### config.mk
export PLATFORM = sky130hd
export DESIGN_NAME = anc_sample_fifo_flat
export DESIGN_NICKNAME = d
export VERILOG_FILES = /design/src/rtl/anc_sample_fifo_if.sv /design/src/rtl/anc_sample_fifo.sv /design/src/flat_wrapper.sv
export SDC_FILE = /design/constraint.sdc
export NUM_CORES = 1
export LEC_CHECK = 0
export BUFFER_PORTS_ARGS = -buffer_cell sky130_fd_sc_hd__buf_2
export CORE_ASPECT_RATIO = 0.75
export CORE_MARGIN = 2
export CORE_UTILIZATION = 61
export CTS_CLUSTER_SIZE = 16
export DETAILED_ROUTE_END_ITERATION = 8
export PLACE_DENSITY = 0.83
export SLEW_MARGIN = 20
export SYNTH_ARGS = -nofsm -noshare
export SYNTH_HDL_FRONTEND = slang
export SYNTH_SLANG_ARGS = --single-unit
### constraint.sdc
create_clock -name clk -period 3.45 [get_ports clk]
set_clock_uncertainty 0.05 [all_clocks]
set_input_delay 0.69 -clock clk [delete_from_list [all_inputs] [get_ports clk]]
set_output_delay 0.69 -clock clk [all_outputs]
set_load 0.005 [all_outputs]
### src/rtl/anc_sample_fifo_if.sv
// Handshake bundle for the ANC sample FIFO: producer push side, consumer pop side and status.
interface anc_sample_fifo_if #(
    parameter int unsigned DW    = 16,
    parameter int unsigned NCH   = 4,
    parameter int unsigned DEPTH = 4
) ();
    logic                       in_valid;
    logic [NCH*DW-1:0]          in_data;
    logic                       in_ready;
    logic                       out_valid;
    logic [NCH*DW-1:0]          out_data;
    logic                       out_ready;
    logic [$clog2(DEPTH+1)-1:0] level;
    logic                       overflow;
    logic                       ovf_clr;

    modport master (
        output in_valid, in_data, out_ready, ovf_clr,
        input  in_ready, out_valid, out_data, level, overflow
    );

    modport slave (
        input  in_valid, in_data, out_ready, ovf_clr,
        output in_ready, out_valid, out_data, level, overflow
    );
endinterface

### src/rtl/anc_sample_fifo.sv
// Multi-channel input sample FIFO with valid/ready on both sides, a selectable
// full-policy (drop newest / overwrite oldest) and a sticky overflow flag.
module anc_sample_fifo #(
    parameter int unsigned DW       = 16,
    parameter int unsigned NCH      = 4,
    parameter int unsigned DEPTH    = 4,
    parameter int unsigned OVF_MODE = 0
) (
    input logic              clk,
    input logic              rst_n,
    anc_sample_fifo_if.slave bus
);
    localparam int unsigned W    = NCH * DW;
    localparam int unsigned PtrW = $clog2(DEPTH);
    localparam int unsigned LvlW = $clog2(DEPTH + 1);

    logic [W-1:0]    mem_q [DEPTH];
    logic [W-1:0]    mem_d [DEPTH];
    logic [PtrW-1:0] wr_ptr_q, wr_ptr_d;
    logic [PtrW-1:0] rd_ptr_q, rd_ptr_d;
    logic [LvlW-1:0] level_q, level_d;
    logic            ovf_q, ovf_d;

    logic full, empty, in_ready, push, pop, overwrite, drop;

    assign full      = (level_q == LvlW'(DEPTH));
    assign empty     = (level_q == '0);
    assign in_ready  = (OVF_MODE != 0) ? 1'b1 : !full;
    assign push      = bus.in_valid && in_ready;
    assign pop       = !empty && bus.out_ready;
    // Full with no pop in overwrite mode: the write lands on the oldest slot,
    // so the read pointer must skip past it.
    assign overwrite = (OVF_MODE != 0) && full && push && !pop;
    assign drop      = (OVF_MODE == 0) && full && bus.in_valid;

    always_comb begin
        mem_d    = mem_q;
        wr_ptr_d = wr_ptr_q;
        rd_ptr_d = rd_ptr_q;
        level_d  = level_q;
        ovf_d    = ovf_q;

        if (push) begin
            mem_d[wr_ptr_q] = bus.in_data;
            wr_ptr_d        = wr_ptr_q + 1'b1;
        end
        if (pop || overwrite) begin
            rd_ptr_d = rd_ptr_q + 1'b1;
        end

        if (push && !pop && !overwrite) begin
            level_d = level_q + 1'b1;
        end else if (pop && !push) begin
            level_d = level_q - 1'b1;
        end

        if (drop || overwrite) begin
            ovf_d = 1'b1;
        end else if (bus.ovf_clr) begin
            ovf_d = 1'b0;
        end
    end

    always_ff @(posedge clk or negedge rst_n) begin
        if (!rst_n) begin
            mem_q    <= '{default: '0};
            wr_ptr_q <= '0;
            rd_ptr_q <= '0;
            level_q  <= '0;
            ovf_q    <= 1'b0;
        end else begin
            mem_q    <= mem_d;
            wr_ptr_q <= wr_ptr_d;
            rd_ptr_q <= rd_ptr_d;
            level_q  <= level_d;
            ovf_q    <= ovf_d;
        end
    end

    assign bus.in_ready  = in_ready;
    assign bus.out_valid = !empty;
    assign bus.out_data  = mem_q[rd_ptr_q];
    assign bus.level     = level_q;
    assign bus.overflow  = ovf_q;
endmodule

### src/flat_wrapper.sv
// flat-port wrapper written by rule: the top's interface ports become plain ports
module anc_sample_fifo_flat 
#(
    parameter int unsigned DW       = 16,
    parameter int unsigned NCH      = 4,
    parameter int unsigned DEPTH    = 4,
    parameter int unsigned OVF_MODE = 0
)
  (clk, rst_n, bus_in_valid, bus_in_data, bus_out_ready, bus_ovf_clr, bus_in_ready, bus_out_valid, bus_out_data, bus_level, bus_overflow);
  anc_sample_fifo_if #(.DW(DW), .NCH(NCH), .DEPTH(DEPTH)) bus_i ();
  input logic clk;
  input logic rst_n;
  input wire logic [$bits(bus_i.in_valid)-1:0] bus_in_valid;
  input wire logic [$bits(bus_i.in_data)-1:0] bus_in_data;
  input wire logic [$bits(bus_i.out_ready)-1:0] bus_out_ready;
  input wire logic [$bits(bus_i.ovf_clr)-1:0] bus_ovf_clr;
  output wire logic [$bits(bus_i.in_ready)-1:0] bus_in_ready;
  output wire logic [$bits(bus_i.out_valid)-1:0] bus_out_valid;
  output wire logic [$bits(bus_i.out_data)-1:0] bus_out_data;
  output wire logic [$bits(bus_i.level)-1:0] bus_level;
  output wire logic [$bits(bus_i.overflow)-1:0] bus_overflow;
  assign bus_i.in_valid = bus_in_valid;
  assign bus_i.in_data = bus_in_data;
  assign bus_i.out_ready = bus_out_ready;
  assign bus_i.ovf_clr = bus_ovf_clr;
  assign bus_in_ready = bus_i.in_ready;
  assign bus_out_valid = bus_i.out_valid;
  assign bus_out_data = bus_i.out_data;
  assign bus_level = bus_i.level;
  assign bus_overflow = bus_i.overflow;
  anc_sample_fifo #(.DW(DW), .NCH(NCH), .DEPTH(DEPTH), .OVF_MODE(OVF_MODE)) u_core (.clk(clk), .rst_n(rst_n), .bus(bus_i));
endmodule
Word-level counts from Yosys, hierarchy flattened:

Index checks and enable logic that the tools add are counted.

* output and inout port bits: 70
* logic and storage cells: 41
* register bits: 264
* input bits: 69

* muxes and demuxes: 10
* reduce and logical (&&, ||, !) cells: 13
* $add $sub $neg: 4
* eq/ne operators: 1
* magnitude comparators: 3
* bitwise logic cells: 2

Operators with widths (count)
* $bwmux 256: 1
* $mux 64: 3
* $bmux 64 s2: 1
* $demux 64 s2: 1
* $ge 3x3->1 const B: 2
* $logic_and 1x1->1: 6
* $mux 3: 2
* $not 2->3: 2
* $add 2x1->2 const B: 2
* $logic_not 1->1: 4
* $reduce_bool 2->1: 2
* $add 3x1->3 const B: 1
* $eq 3x3->1 const B: 1
* $logic_not 3->1: 1
* $lt 3x1->1 const B: 1
* $sub 3x1->3 const B: 1
* $mux 1: 2

Logic depth before layout (Yosys ltp):

Gate-level depths: netlist of the first run.

* depth after elaboration: 7
* gate-level depth with buffers: 8
* gate-level depth less buffers: 8

Worst setup path before layout of the first run:

No wires, ideal clock.

* kind: flip-flop to flip-flop
* start point: reg u_core.level_q[0], in the netlist u_core.bus.level[0]
* end point: reg u_core.level_q[1], in the netlist u_core.bus.level[1]
* clock period less this slack: 2.240 ns
* path slack: 1.210 ns
* library setup time: 0.125 ns
* buffers on the path: 0
* arrival time: 2.065 ns
* stages on the path, launching flop included: 7
* data required time: 3.275 ns
* cell sequence: dfrtp_1 nor3b_2 and2b_2 ha_1 inv_1 fa_1 mux2_2

* elaborated cells between the ends (all ways): 15
* those cells by class: add/sub: 2; eq/ne: 1; mux: 2; reduce/logical: 10

RTL lines
* start: declaration: line anc_sample_fifo.sv:21 `logic [LvlW-1:0] level_q, level_d;`
* start signal: assignment: line anc_sample_fifo.sv:75 `level_q <= level_d;`
* $eq 3x3->1: line anc_sample_fifo.sv:26 `assign full = (level_q == LvlW'(DEPTH));`
* $logic_not 1->1: line anc_sample_fifo.sv:28 `assign in_ready = (OVF_MODE != 0) ? 1'b1 : !full;`
* $logic_and 1x1->1: line anc_sample_fifo.sv:29 `assign push = bus.in_valid && in_ready;`
* net u_core.push: line anc_sample_fifo.sv:24 `logic full, empty, in_ready, push, pop, overwrite, drop;`
* $logic_and 1x1->1: line anc_sample_fifo.sv:51 `if (push && !pop && !overwrite) begin`
* $mux 3: line anc_sample_fifo.sv:51
* net u_core.level_d[1]: line anc_sample_fifo.sv:21

The timed path passes the listed nets, and every way through them passes these cells. The select of a mux whose other input is x is not followed.
A chain may end at the register's enable or synchronous reset.

Final worst setup path of the first run:

* start point: reg u_core.rd_ptr_q[0]
* end point: out bus_out_data[45]

* longest elaborated chain between the ends: 4

RTL lines
* start: declaration: line anc_sample_fifo.sv:20 `logic [PtrW-1:0] rd_ptr_q, rd_ptr_d;`
* start signal: assignment: line anc_sample_fifo.sv:74 `rd_ptr_q <= rd_ptr_d;`
* $not 2->3 (not written as such): line anc_sample_fifo.sv:82 `assign bus.out_data = mem_q[rd_ptr_q];`
* $bmux 64 s2: line anc_sample_fifo.sv:82
* $mux 64 (not written as such) (2 in series): line anc_sample_fifo.sv:82
* end: declaration: line flat_wrapper.sv:19 `output wire logic [$bits(bus_i.out_data)-1:0] bus_out_data;`

No other way between the ends. The select of a mux whose other input is x is not followed.

==> impl_metrics.py, run 1 <==
metrics = {
    "critical_path": {
        "end_kind": "output pin",
        "cp_slowest_stage_delay_ps": 700,
        "required_ps": 2710,
        "critPathTopFamily": "flip-flops",
        "cp.buffers_inverters": 2,
        "crit_chain": "buf_4, mux4_2, buf_2",
        "arrival_ps": 2280,
        "crit_fanout": 19,
        "slowest_stage": "dfrtp_4",
        "criticalPathCategory": "reg2out",
        "start_kind": "flop",
    },
    "pwr": {
        "ir_drop_uv": 573,
        "leakage_nw": 5.66,
        "powerDensity_nw_per_um2": 1050,
    },
    "run_status": {
        "status": "completed",
    },
    "final_layout": {
        "seqCellArea_um2": 6610,
        "multi_input_area_um2": 4590,
        "drive_above_1_share_pct": 63.4,
        "n_fill_cell": 1153,
        "fin_nets": 876,
        "syn2layout_area_growth_pct": 13.8,
    },
    "timing": {
        "period_needed_ps": 3020,
        "worst_pin_slew_ps": 863,
        "relSlewSlack_pct": 42.5,
        "fin_crit_sh_pct": 87.5,
        "setup_ws_ps": 431,
        "grt_setup_unrepaired": "no",
        "tns_ps": 0,
        "drv_slew": 0,
        "finalSetupViolations": 0,
        "fmax_mhz": 331,
        "hold_viol": 0,
    },
    "global_route": {
        "grt_max_degree": 114,
        "grt_pass1_wl_um": 38400,
        "overflow": 0,
        "antenna_found_initial": 6,
        "globalRouteTotalUtil_pct": 24.6,
        "grt_pass1_vias": 7122,
    },
    "route": {
        "drt_iter0_drc": 362,
        "ant_nets": 0,
        "post-route-drc-count": 0,
        "routedWlPerCell_um": 22.2,
        "first_pass_iters": 7,
        "vias": 6429,
        "routed_via_density": 6.03,
        "wl_um": 23700,
    },
    "clock_network": {
        "tritoncts": "yes",
        "htreeDepth": 1,
        "cts_resized": 0,
        "cts.sinks": 264,
        "clk_pin_slew_worst_paths_ps": 60,
        "holdBufCountCts": 0,
        "cts_setup_buffers": 0,
        "clk_latency_ps": 520,
        "cts_max_path_buffers": 3,
        "numCtsBuffers": 25,
        "cts-root-buf": "clkbuf_16",
    },
    "logic_synthesis": {
        "seq_area_frac_synth_pct": 57.0,
        "synth_nets": 732,
        "yosys_warnings": 0,
        "netlist_area_um2": 11600,
        "synth_top_area_share_pct": 57.0,
        "synth_most_common_cell": "dfrtp_1",
        "synthArstFlopShare_pct": 100,
        "ys.flop_type": "dfrtp_1",
        "synth-edff-count": 0,
        "synth_commonest_cells": "dfrtp_1 (264), mux2_2 (258), mux4_2 (64), clkbuf_8 (24), buf_2 (7)",
        "syn_inst": 657,
        "yosys-top-cells-area": "dfrtp_1 (57%), mux2_2 (25%), mux4_2 (12%), clkbuf_8 (2.9%), ha_1 (0.54%)",
        "synth.distinct_cells": 20,
        "yosys.area.top_type": "dfrtp_1",
        "syn_area_per_cell_um2": 17.6,
        "synth-seq-cells": 264,
    },
    "floorplan": {
        "std_cell_rows": 43,
        "initial_core_util_pct": 62.4,
        "core_region_area_um2": 18600,
        "dieHeight_um": 123,
        "die_w_um": 163,
        "dieArea_um2": 20100,
        "top_level_ports": 139,
    },
    "hold_path": {
        "hold_path.class": "in2async",
    },
    "flow_run": {
        "max-cap-violations": 0,
    },
    "placement": {
        "port_buffers": 138,
        "hpwl_um": 14900,
        "place_congestion": 0.742,
        "pre_cts_ws_ps": 918,
    },
}
==> placed cells by master, fill, tap and decap left out, types with 5 or more instances in the layout <==
master | Yosys | final
clkbuf_16 | 0 | 25
dfrtp_1 | 264 | 262
ha_1 | 5 | 5
inv_1 | 5 | 5
buf_4 | 0 | 13
nand2_1 | 6 | 6
buf_2 | 7 | 137
mux4_2 | 64 | 64
clkbuf_1 | 4 | 11
mux2_2 | 258 | 258
==> worst register-to-register path, delay by kind of cell (launching register included) <==
family / cells / cell delay [ps]
XOR/XNOR: 2 / 340
adder cells (fa/ha/maj): 2 / 600
buffers and inverters: 1 / 70
flip-flops: 1 / 480
AND/OR/NAND/NOR: 3 / 830
==> metal layers <==
layer | vias to the layer above | track usage, % | routed length (um)
met5 | - | 0 | 24
met4 | 4 | 6.58 | 420
met3 | 36 | 5.33 | 1210
met2 | 170 | 41.7 | 11900
met1 | 3485 | 32.8 | 10100
li1 | 2734 | - | -
==> power breakdown <==
part           switching [mW]  total (mW)  internal, mW  leakage [nW]
registers               0.972        5.68          4.71          3.13
logic                    2.11        5.53          3.42          2.16
clock network            1.10        2.62          1.51         0.365
total                    4.19        13.8          9.64          5.66
==> metrics by stage <==
stage | util [%] | total power [mW] | std cells | hold slack [ps] | cell area (um2)
floorplan | - | 9.40 | 657 | 344 | 11600
global placement | 66.9 | 10.9 | 1021 | 433 | 12400
detailed placement | 66.9 | 11.3 | 1021 | 441 | 12400
CTS | 71.0 | 14.0 | 1064 | 249 | 13200
global route | 71.0 | 14.6 | 1066 | 281 | 13200
finish | 71.0 | 13.8 | 1067 | 216 | 13200
==> area by class of cell <==
cell class	count	area share [%]
Clock buffer	37	5.16
Antenna cell	3	0.0569
Inverter	5	0.142
Clock inverter	6	0.674
Multi-Input combinational cell	350	34.8
Sequential cell	264	50.1
Timing Repair Buffer	155	6.66
Tap cell	247	2.34
==> flip-flops by register name (all words and copies together), names as in the netlist <==
name                 cells
u_core.bus.overflow      1
u_core.bus.level         3
u_core.rd_ptr_q          2
u_core.mem_q           256
u_core.wr_ptr_q          2
==> final timing paths <==
kind / slack, ps / end / cells past startpoint / startpoint
setup / recovery: 430 / bus_out_data[45] / 3 / u_core.rd_ptr_q[0]
hold / removal: 220 / u_core.mem_q[148] / 1 / rst_n
setup reg to reg: 1020 / u_core.bus.level[2] / 8 / u_core.bus.level[0]
hold reg to reg: 450 / u_core.mem_q[81] / 1 / u_core.mem_q[81]
max in group asynchronous: 2300 / u_core.mem_q[211] / 2 / rst_n
min in group clk: 330 / u_core.bus.overflow / 2 / bus_ovf_clr
==> cells by family after synthesis <==
group	after synthesis	synth area share (%)
DFF	264	57.0
and+or+nand+nor	15	0.734
muxes	322	37.5
AOI/OAI and AO/OA	1	0.0431
buffers and inverters	43	3.54
xor gates and xnor gates	6	0.453
adders and majority gates	6	0.713
No activity file was read; power rests on OpenSTA's default activity.
==> run 2, diff against run 1 <==
MAX_ROUTING_LAYER = met4   (was unset)
==> run 2 against run 1 <==
Effect of this change: global-route usage is 0.77 points higher; wire length is 0.20% lower; register-to-register slack about the same; final cell count rose by 0.28%; utilization about the same; power did not move; non-clock buffer count stayed put; combinational power hardly changed; die area stayed put; count of clock-buffer cells in the layout unchanged; fmax barely moved; critical endpoint is now bus_out_data[37].
==> impl_metrics.py, run 2 (synthesis gave the netlist of run 1 again) <==
metrics = {
    "placement": {
        "port_buffers": 138,
        "place_congestion": 0.751,
        "hpwl_um": 14900,
    },
    "pwr": {
        "ir_drop_uv": 576,
        "leakage_nw": 5.66,
        "powerDensity_nw_per_um2": 1050,
    },
    "floorplan": {
        "std_cell_rows": 43,
        "initial_core_util_pct": 62.4,
        "die_w_um": 163,
        "core_region_area_um2": 18600,
        "dieArea_um2": 20100,
        "top_level_ports": 139,
        "dieHeight_um": 123,
    },
    "global_route": {
        "grt_max_degree": 114,
        "grt_pass1_vias": 7118,
        "globalRouteTotalUtil_pct": 25.4,
        "overflow": 0,
        "antenna_found_initial": 6,
        "grt_pass1_wl_um": 38300,
    },
    "timing": {
        "worst_pin_slew_ps": 865,
        "drv_slew": 0,
        "fin_crit_sh_pct": 87.6,
        "grt_setup_unrepaired": "no",
        "period_needed_ps": 3020,
        "tns_ps": 0,
        "fmax_mhz": 331,
        "hold_slack_ps": 216,
        "hold_viol": 0,
        "finalSetupViolations": 0,
        "relSlewSlack_pct": 42.4,
    },
    "critical_path": {
        "crit_chain": "buf_4, mux4_2, buf_2",
        "slowest_stage": "dfrtp_4",
        "arrival_ps": 2280,
        "end_kind": "output pin",
        "required_ps": 2710,
        "start_kind": "flop",
        "cp_slowest_stage_delay_ps": 700,
        "criticalPathCategory": "reg2out",
        "crit_fanout": 19,
    },
    "final_layout": {
        "drive_above_1_share_pct": 63.4,
        "largest_reg_flops": 256,
        "layout_common_cells": "dfrtp_1 (262), mux2_2 (258), buf_2 (137)",
        "final_common_cell": "dfrtp_1",
        "multi_input_area_um2": 4590,
        "syn2layout_area_growth_pct": 13.9,
        "fin_nets": 876,
        "regMostFlops": "u_core.mem_q",
        "seqCellArea_um2": 6610,
        "n_fill_cell": 1152,
    },
    "route": {
        "drt_iter0_drc": 377,
        "routedWlPerCell_um": 22.1,
        "wl_um": 23600,
        "routed_via_density": 5.98,
        "ant_nets": 0,
        "first_pass_iters": 4,
        "vias": 6399,
        "post-route-drc-count": 0,
    },
    "clock_network": {
        "holdBufCountCts": 0,
        "htreeDepth": 1,
        "cts_resized": 0,
        "cts_setup_buffers": 0,
        "clk_pin_slew_worst_paths_ps": 60,
        "numCtsBuffers": 25,
        "cts-root-buf": "clkbuf_16",
        "tritoncts": "yes",
        "cts.sinks": 264,
        "clk_latency_ps": 520,
        "cts_max_path_buffers": 3,
    },
    "hold_path": {
        "hold_path.class": "in2async",
    },
    "flow_run": {
        "max-cap-violations": 0,
    },
    "run_status": {
        "status": "completed",
    },
}
==> run 2: changes by cell type in the layout (fill, tap and decap cells not counted), sizes merged <==
| cell | delta |
|---|---|
| diode | +3 |
==> run 2: area by class of cell <==
type,count,area share (%)
antenna,6,0.114
clock buffer,37,5.16
sequential,264,50.1
timing repair buffer,155,6.66
multi-input combinational,350,34.8
inverter,5,0.142
clock inverter,6,0.673
tap,247,2.34
==> run 2: final timing paths <==
check / startpoint / endpoint / slack (ps) / cells past startpoint
min: rst_n / u_core.mem_q[148] / 220 / 1
max in group asynchronous: rst_n / u_core.mem_q[178] / 2290 / 2
min in group clk: bus_ovf_clr / u_core.bus.overflow / 330 / 2
max reg2reg: u_core.bus.level[0] / u_core.bus.level[2] / 1010 / 8
max: u_core.rd_ptr_q[0] / bus_out_data[37] / 430 / 3
min reg2reg: u_core.mem_q[81] / u_core.mem_q[81] / 450 / 1
==> run 2: routing by layer <==
| metal | GRT usage (%) | vias to the layer above | share of wire, % | routed length (um) |
|---|---|---|---|---|
| met2 | 41.7 | 160 | 50 | 11900 |
| met3 | 5.07 | 31 | 5.0 | 1190 |
| met4 | 6.58 | 0 | 1.5 | 364 |
| met5 | - | - | 0 | 0 |
| li1 | - | 2739 | - | - |
| met1 | 32.9 | 3469 | 43 | 10200 |
==> run 2: per-stage QoR <==
stage / setup slack, ps / std cells / instance area [um2] / total power, mW / utilization, %
floorplan: 1210 / 657 / 11600 / 9.40 / -
global placement: 944 / 1021 / 12400 / 10.9 / 66.9
detailed placement: 918 / 1021 / 12400 / 11.3 / 66.9
CTS: 361 / 1064 / 13200 / 14.0 / 71.0
global route: 301 / 1070 / 13200 / 14.6 / 71.1
finish: 429 / 1070 / 13200 / 13.8 / 71.1
==> run 2: power breakdown <==
| group | total [mW] | internal, mW | leakage [nW] | switching [mW] |
|---|---|---|---|---|
| sequential | 5.67 | 4.71 | 3.13 | 0.969 |
| combinational | 5.53 | 3.42 | 2.16 | 2.11 |
| clock | 2.62 | 1.51 | 0.365 | 1.11 |
==> run 2: critical path: cells and delay by family, from the launching register on <==
kind,cells,cell delay [ps]
DFF,1,700
buffers and inverters,2,490
muxes,1,560
==> run 3, diff against run 2 <==
BUFFER_PORTS_ARGS = unset   (was -buffer_cell sky130_fd_sc_hd__buf_2)
DONT_BUFFER_PORTS = 1   (was unset)
PLACE_DENSITY = 0.77   (was 0.83)
==> run 3 against run 2 <==
Effect of this change: the run now ends with negative hold slack left; power shrank 6.2%; register-to-register slack better by 120 ps; sequential power decreased by 2%; largest cell class unchanged.
==> impl_metrics.py, run 3 (synthesis gave the netlist of run 1 again) <==
metrics = {
    "final_layout": {
        "largest_reg_flops": 256,
        "regMostFlops": "u_core.mem_q",
        "layout_common_cells": "dfrtp_1 (262), mux2_2 (258), mux4_2 (64)",
        "drive_above_1_share_pct": 56.3,
        "n_fill_cell": 1252,
        "fin_nets": 735,
        "final_core_util_pct": 67.0,
        "final_common_cell": "dfrtp_1",
        "antenna_cells": 0,
        "syn2layout_area_growth_pct": 7.38,
    },
    "floorplan": {
        "top_level_ports": 139,
        "die_w_um": 163,
        "dieHeight_um": 123,
        "std_cell_rows": 43,
        "initial_core_util_pct": 62.4,
        "dieArea_um2": 20100,
        "core_region_area_um2": 18600,
    },
    "timing": {
        "fin_crit_sh_pct": 78.2,
        "relSlewSlack_pct": 49.2,
        "drv_slew": 0,
        "period_needed_ps": 2700,
        "finalSetupViolations": 0,
        "tns_ps": 0,
        "fmax_mhz": 371,
        "worst_pin_slew_ps": 760,
        "grt_setup_unrepaired": "no",
        "hold_slack_ps": -177,
        "hold_viol": 264,
    },
    "placement": {
        "hpwl_um": 14000,
        "place_congestion": 0.714,
        "port_buffers": 0,
    },
    "hold_path": {
        "hold_path.class": "in2async",
    },
    "route": {
        "vias": 5721,
        "wl_um": 22200,
        "first_pass_iters": 4,
        "routed_via_density": 6.23,
        "post-route-drc-count": 0,
        "routedWlPerCell_um": 24.1,
        "drt_iter0_drc": 277,
        "ant_nets": 0,
    },
    "critical_path": {
        "arrival_ps": 1960,
        "required_ps": 2710,
        "rr_worst_depth": 8,
        "cp_slowest_stage_delay_ps": 550,
        "reg2reg_from": "u_core.bus.level[0]",
        "crit_chain": "buf_4, mux4_2",
        "start_kind": "flop",
        "crit_fanout": 23,
        "end_kind": "output pin",
        "criticalPathCategory": "reg2out",
        "r2r_slack_ps": 1130,
        "r2r-end": "u_core.bus.level[2]",
        "slowest_stage": "dfrtp_2",
    },
    "clock_network": {
        "tritoncts": "yes",
        "htreeDepth": 1,
        "clk_pin_slew_worst_paths_ps": 60,
        "cts-root-buf": "clkbuf_16",
        "clk_latency_ps": 510,
        "cts.sinks": 264,
        "numCtsBuffers": 25,
        "cts_resized": 0,
        "cts_setup_buffers": 0,
        "cts_max_path_buffers": 3,
    },
    "run_status": {
        "violations": "negative hold slack",
        "status": "complete, but fails checks",
    },
    "pwr": {
        "powerDensity_nw_per_um2": 1040,
        "ir_drop_uv": 586,
        "leakage_nw": 5.09,
    },
    "global_route": {
        "grt_max_degree": 265,
        "grt_pass1_vias": 6640,
        "overflow": 0,
        "antenna_found_initial": 0,
        "globalRouteTotalUtil_pct": 24.0,
        "grt_pass1_wl_um": 36000,
    },
    "flow_run": {
        "max-cap-violations": 0,
    },
}
==> run 3: routing by layer <==
layer  vias up  wire length, um  share of wire [%]  GRT usage (%)
met5         -                0                  0              -
met4         0              505                2.3           6.14
met3        42             1480                6.7           6.54
met2       138            11400                 52           40.6
met1      3104             8750                 39           29.1
li1       2437                -                  -              -
==> run 3: cell type report <==
type                            instances  area (um2)  share of cell area, %
Clock buffer                           39         758                   6.09
Inverter                                5        18.8                  0.151
Sequential cell                       264        6610                   53.1
Multi-Input combinational cell        350        4590                   36.9
Tap cell                              247         309                   2.48
Timing Repair Buffer                   14         155                   1.25
==> run 3: per-stage QoR <==
stage | hold slack [ps] | setup WS (ps) | cell area [um2] | power (mW) | std cells
detailed placement | 350 | 1140 | 11700 | 10.5 | 880
finish | -177 | 753 | 12400 | 13.0 | 919
global route | -203 | 701 | 12400 | 13.7 | 919
floorplan | 344 | 1210 | 11600 | 9.40 | 657
CTS | -196 | 741 | 12400 | 13.1 | 919
global placement | 353 | 1210 | 11700 | 10.2 | 880
==> run 3: critical path: cells and delay by family (launching register included) <==
family / cells / cell delay (ps)
flip-flops: 1 / 550
multiplexers: 1 / 430
buffers and inverters: 1 / 430
==> run 3: worst max-delay path by stage <==
stage | cells after the start | start | slack, ps | to
floorplan | 6 | u_core.bus.level[0] | 1210 | u_core.bus.level[1]
global placement | 8 | u_core.bus.level[0] | 1210 | u_core.bus.level[2]
detailed placement | 8 | u_core.bus.level[0] | 1140 | u_core.bus.level[2]
CTS | 2 | u_core.rd_ptr_q[1] | 740 | bus_out_data[55]
global route | 2 | u_core.rd_ptr_q[0] | 700 | bus_out_data[26]
finish | 2 | u_core.rd_ptr_q[1] | 750 | bus_out_data[59]
==> run 3: power by group <==
part / leakage (nW) / internal (mW) / total (mW) / switching (mW)
Clock: 0.373 / 1.49 / 2.56 / 1.08
Combinational: 1.59 / 2.92 / 4.85 / 1.93
Sequential: 3.13 / 4.71 / 5.56 / 0.854
Total: 5.09 / 9.11 / 13.0 / 3.86
